--- config.mk ---
export PLATFORM = sky130hd
export DESIGN_NAME = oam_dma_ctrl
export DESIGN_NICKNAME = d
export VERILOG_FILES = /design/src/rtl/oam_dma_ctrl.sv
export SDC_FILE = /design/constraint.sdc
export NUM_CORES = 1
export LEC_CHECK = 0
export CORE_MARGIN = 2
export CORE_UTILIZATION = 44
export DETAILED_ROUTE_END_ITERATION = 8
export PLACE_DENSITY = 0.89
export SYNTH_ARGS = -nofsm -noshare
export SYNTH_HDL_FRONTEND = slang
export SYNTH_SLANG_ARGS = --single-unit
export TNS_END_PERCENT = 100
--- constraint.sdc ---
create_clock -name clk -period 3.55 [get_ports clk]
set_input_delay 0.355 -clock clk [delete_from_list [all_inputs] [get_ports clk]]
set_output_delay 0.355 -clock clk [all_outputs]
set_load 0.005 [all_outputs]
--- src/rtl/oam_dma_ctrl.sv ---
// OAM DMA sequencer: latches a source page from a CPU register write,
// waits a startup delay, then copies LENGTH bytes from {page, idx} on the
// system bus into OAM addresses 0..LENGTH-1, one byte per slot.
module oam_dma_ctrl #(
  parameter int LENGTH          = 160,
  parameter int CYCLES_PER_BYTE = 4,
  parameter int STARTUP_CYCLES  = 4
) (
  input  logic        clk,
  input  logic        rst,
  input  logic        reg_write,
  input  logic [7:0]  reg_d_wr,
  output logic [7:0]  reg_d_rd,
  output logic [15:0] dma_src_addr,
  input  logic [7:0]  dma_d_in,
  output logic        dma_active,
  output logic        busy,
  input  logic        oam_grant,
  output logic [7:0]  oam_addr,
  output logic [7:0]  oam_d_wr,
  output logic        oam_write,
  output logic        done
);

  localparam int SUB_W = (CYCLES_PER_BYTE > 1) ? $clog2(CYCLES_PER_BYTE) : 1;
  localparam int CTR_W = (STARTUP_CYCLES > 1) ? $clog2(STARTUP_CYCLES) : 1;
  localparam logic [SUB_W-1:0] SUB_LAST = SUB_W'(CYCLES_PER_BYTE - 1);
  localparam logic [CTR_W-1:0] CTR_LOAD = CTR_W'(STARTUP_CYCLES - 1);
  localparam logic [7:0]       IDX_LAST = 8'(LENGTH - 1);

  typedef enum logic [1:0] {
    IDLE,
    START,
    XFER
  } state_t;

  state_t           state, state_n;
  logic [7:0]       page, page_n;
  logic [7:0]       idx, idx_n;
  logic [SUB_W-1:0] sub, sub_n;
  logic [CTR_W-1:0] start_ctr, start_ctr_n;
  logic             done_n;

  logic [7:0]       eff_page;
  logic             write_slot;
  logic             byte_write;

  // Pages E0..FF are the echo of C0..DF, so fetch from the mirrored page.
  assign eff_page   = (page > 8'hDF) ? (page - 8'h20) : page;

  // Last clock of a slot is the write opportunity; a CPU restart in the same
  // clock discards the in-flight byte.
  assign write_slot = (state == XFER) && (sub == SUB_LAST);
  assign byte_write = write_slot && oam_grant && !reg_write;

  assign reg_d_rd     = page;
  assign dma_active   = (state == XFER);
  assign busy         = (state != IDLE);
  assign dma_src_addr = dma_active ? {eff_page, idx} : 16'h0000;
  assign oam_write    = byte_write;
  assign oam_addr     = byte_write ? idx : 8'h00;
  assign oam_d_wr     = byte_write ? dma_d_in : 8'h00;

  // State and datapath registers; reset aborts any transfer immediately.
  always_ff @(posedge clk or posedge rst) begin
    if (rst) begin
      state     <= IDLE;
      page      <= 8'h00;
      idx       <= 8'h00;
      sub       <= '0;
      start_ctr <= '0;
      done      <= 1'b0;
    end else begin
      state     <= state_n;
      page      <= page_n;
      idx       <= idx_n;
      sub       <= sub_n;
      start_ctr <= start_ctr_n;
      done      <= done_n;
    end
  end

  // Next-state logic: register writes always restart, otherwise step the FSM.
  always_comb begin
    state_n     = state;
    page_n      = page;
    idx_n       = idx;
    sub_n       = sub;
    start_ctr_n = start_ctr;
    done_n      = 1'b0;

    if (reg_write) begin
      page_n      = reg_d_wr;
      start_ctr_n = CTR_LOAD;
      idx_n       = 8'h00;
      sub_n       = '0;
      state_n     = START;
    end else begin
      case (state)
        IDLE: begin
          state_n = IDLE;
        end
        START: begin
          if (start_ctr == '0) begin
            state_n = XFER;
            idx_n   = 8'h00;
            sub_n   = '0;
          end else begin
            start_ctr_n = start_ctr - 1'b1;
          end
        end
        XFER: begin
          if (write_slot) begin
            if (oam_grant) begin
              sub_n = '0;
              if (idx == IDX_LAST) begin
                state_n = IDLE;
                idx_n   = 8'h00;
                done_n  = 1'b1;
              end else begin
                idx_n = idx + 1'b1;
              end
            end
          end else begin
            sub_n = sub + 1'b1;
          end
        end
        default: begin
          state_n = IDLE;
        end
      endcase
    end
  end

endmodule

==> impl.org <==
** Status
- Result of the run :: finished clean

** Synth
- Top cell type by total area after synthesis :: sky130_fd_sc_hd__dfrtp_1
- Number of storage elements in the synthesis netlist :: 23
- For this run, the number of Yosys warnings is 0.
- Share of flip-flops with an asynchronous set or reset :: 100%
- Syn Nets :: 166
- In this run, synthesis inferred 0 flip-flops with an integrated enable.
- Number of instances in the synthesized netlist :: 142
- Proportion of netlist area held by the largest area contributor :: 41.6%
- Sequential fraction of the synthesis area :: 41.6%
- Sorting the synthesized cells by area gives the leading types as sky130_fd_sc_hd__dfrtp_1 42%, sky130_fd_sc_hd__and2_1 14%, sky130_fd_sc_hd__mux2_2 5.7%, sky130_fd_sc_hd__ha_1 3.6%, sky130_fd_sc_hd__o21ai_0 3.3%.
- Summing every instance area after synthesis gives 1380 µm².
- After synthesis, the netlist uses 34 different library cells.
- Counting instances in the post-synthesis netlist gives the leading cell types as 30 x sky130_fd_sc_hd__and2_1, 23 x sky130_fd_sc_hd__dfrtp_1, 9 x sky130_fd_sc_hd__o21ai_0, 8 x sky130_fd_sc_hd__nand2_1, 8 x sky130_fd_sc_hd__nor2_1.
- Top-count cell post-synth :: sky130_fd_sc_hd__and2_1
- For this run, the leading register cell type out of synthesis is sky130_fd_sc_hd__dfrtp_1.
- Syn Area/Cell :: 9.74 µm²

** Floorplan
- Starting Density :: 45.7%
- Measured along the x axis, the die boundary spans 60.1 µm.
- The core region is 3030 µm².
- From bottom edge to top edge, the die measures 60.1 µm.
- The die covers 3610 µm².
- Number of top-level pins :: 64
- Site Rows :: 20

** Final layout
- 0 antenna diodes ended up in the layout.
- Final cell area excluding filler cells :: 2090 µm²
- Share of layout cells above drive strength 1 :: 9.71%
- Across the whole layout, storage elements account for 576 µm².
- Cells fill 68.9% of the core in the end.
- The filler cells instantiated in the layout total 237.
- Area taken by multi-input logic gates :: 761 µm²
- Compared with the post-synthesis result, the final layout area differs by 51.0%.
- Net total in the final layout :: 231

** STA
- Pins Over Slew Limit :: 0
- Adding up every negative setup slack in the final design gives 0 ps.
- Final Hold Viols :: 0
- Shortest clock period the worst path allows after layout :: 2580 ps
- Measured against its own limit, the worst slew margin works out to 43.3%.
- Timing would allow up to 388 MHz.
- Worst slew pin tran :: 850 ps
- Unrepaired setup endpoints after global routing :: no
- Fraction of the cycle the final worst path needs :: 72.6%
- Hold is met by 513 ps.
- Setup violations remaining at the end of the flow were counted as 0.
- The clock arrives with 1.52 ps of skew.

** CTS
- H-tree level count :: 1
- After clock tree synthesis, the repair step resized 0 gates.
- CTS sink count :: 23
- After clock tree synthesis, the flow added hold-fix buffers numbering 0.
- Buffers inserted by post-CTS timing repair :: 0
- Clock Latency Late Sink :: 310 ps
- In this run the deepest clock path goes through 2 buffers.
- After clock tree synthesis, the clock-pin slew on the worst setup and hold paths is 120 ps.
- TritonCTS clock tree :: yes
- TritonCTS buffer count :: 3
- The root buffer cell chosen for the clock tree is sky130_fd_sc_hd__clkbuf_4.

** Power and ir drop
- IR analysis of the VDD net gives a maximum drop of 250 µV.
- For this design the ratio of total power to cell area is 274 nW/µm².
- In this run the static leakage power is 0.883 nW.

** GRT
- The first global-routing pass estimated 5.39 mm of wire.
- Maximum number of pins on one net before global-route repair :: 24
- Overall Global Routing Usage :: 20.1%
- Remaining global-route overflow :: 0
- The number of global-route vias before repair is 1173.
- The number of antenna violations at the first check in global routing is 0.

** Critical path
- STA puts the critical path data required time at 3190 ps.
- Largest fanout of any net on the critical path :: 19
- The critical path goes through clkdlybuf4s50_1, or3b_4, nor2_4, and2_1, clkdlybuf4s50_1.
- The kind of cell with the highest combined delay along the critical path is simple AND/OR/NAND/NOR gates.
- Crit path DAT :: 2220 ps
- The worst setup path is of the primary input to primary output kind.
- The worst setup path is captured at a primary output.
- For this design, the slowest cell found on the critical path is sky130_fd_sc_hd__clkdlybuf4s50_1.
- CP Launch Type :: primary input
- The largest single stage delay on the critical path is 500 ps.
- The cell that appears most often on the critical path is sky130_fd_sc_hd__clkdlybuf4s50_1.
- Number of buffer and inverter stages on the critical path :: 2

** Placed design
- Half-perimeter wire length after detailed placement :: 2.65 mm
- Area post-placement :: 2060 µm²
- Final weighted congestion of routability-driven global placement :: 0.837
- Buffers placed on the I/O ports in this run total 63.

** Routing
- Dividing the detail-routed wire length by the instance count gives 13.5 µm.
- WL final :: 3.38 mm
- The first detailed-routing pass took 4 iterations.
- After the first detailed-routing iteration, the DRC count stood at 30.
- Total via count after detailed routing :: 1257
- Vias per cell :: 5.03
- Remaining routing DRC violations :: 0
- Number of nets with antenna violations after detailed routing :: 0

** Job
- Maximum Capacitance Violations :: 0

** Worst hold path
- The worst hold path belongs to the class register to register.
## cells by family after synthesis
group	synth area share, %
simple gates	31.0
fa+ha+maj	3.62
mux	6.43
flops	41.6
buf+inv	3.35
compound gates	14.0
## worst reg2reg max path, stage by stage, from the launching register on
cell                      delay [ps]
sky130_fd_sc_hd__dfrtp_1         450
sky130_fd_sc_hd__nor2b_1         460
sky130_fd_sc_hd__buf_4           300
sky130_fd_sc_hd__a311o_1         250
sky130_fd_sc_hd__o21ai_1          90
sky130_fd_sc_hd__a22o_1          230
## worst paths after layout
check	depth (start not counted)	to	slack, ps	from
hold / removal	1	start_ctr[1]	510	start_ctr[1]
hold reg to reg	1	start_ctr[1]	510	start_ctr[1]
min in group asynchronous	2	reg_d_rd[7]	520	rst
setup / recovery	5	oam_addr[0]	970	reg_write
max in group asynchronous	2	reg_d_rd[6]	2510	rst
setup reg to reg	5	idx[3]	1670	state[0]
## area by class of cell
class / count / share of cell area (%)
Clock inverter: 1 / 0.240
Multi-Input combinational cell: 108 / 36.5
Sequential cell: 23 / 27.6
Clock buffer: 3 / 1.08
Tap cell: 44 / 2.64
Inverter: 6 / 1.08
Timing Repair Buffer: 65 / 30.9
## routing by layer
metal	GRT usage (%)	vias to the layer above	part of all wire, %	routed length [µm]
met4	8.57	0	1.2	41
met2	34.2	58	47	1600
met5	0	-	0	0
met1	25.3	566	44	1480
met3	2.81	4	7.5	253
li1	-	629	-	-
## metrics by stage
step	std cells	power (mW)	setup WS, ps
2_1_floorplan	142	0.389	1920
3_3_place_gp	246	0.450	1020
3_5_place_dp	246	0.458	985
4_1_cts	250	0.579	973
5_1_grt	250	0.608	826
6_report	250	0.571	973
## placed cells by master, fill, tap and decap left out, drive strengths merged, types with 2 or more instances in the layout
| master | count |
|---|---|
| and4 | 2 |
| clkdlybuf4s50 | 63 |
| nor2 | 10 |
| dfrtp | 23 |
| inv | 6 |
| o21ai | 12 |
| clkbuf | 3 |
| nand2 | 8 |
| a21oi | 3 |
| nor2b | 3 |
| a22o | 4 |
| a31oi | 2 |
| or3b | 3 |
| nand3b | 2 |
| and2 | 30 |
| ha | 4 |
| buf | 2 |
| mux2 | 7 |
| and3 | 3 |
| nand3 | 3 |
## registers in the layout (all words and copies together), names as in the netlist
name and cells:
done 1, idx 8, reg_d_rd 8, start_ctr 2
state 2, sub 2
## report_power, final
group          total, mW  internal (mW)  leakage [nW]  switching, mW
registers          0.305          0.285         0.292         0.0202
logic              0.146         0.0855         0.573         0.0606
clock network      0.121         0.0422        0.0177         0.0784
total              0.571          0.412         0.883          0.159
No activity file was read; power rests on OpenSTA's default activity.
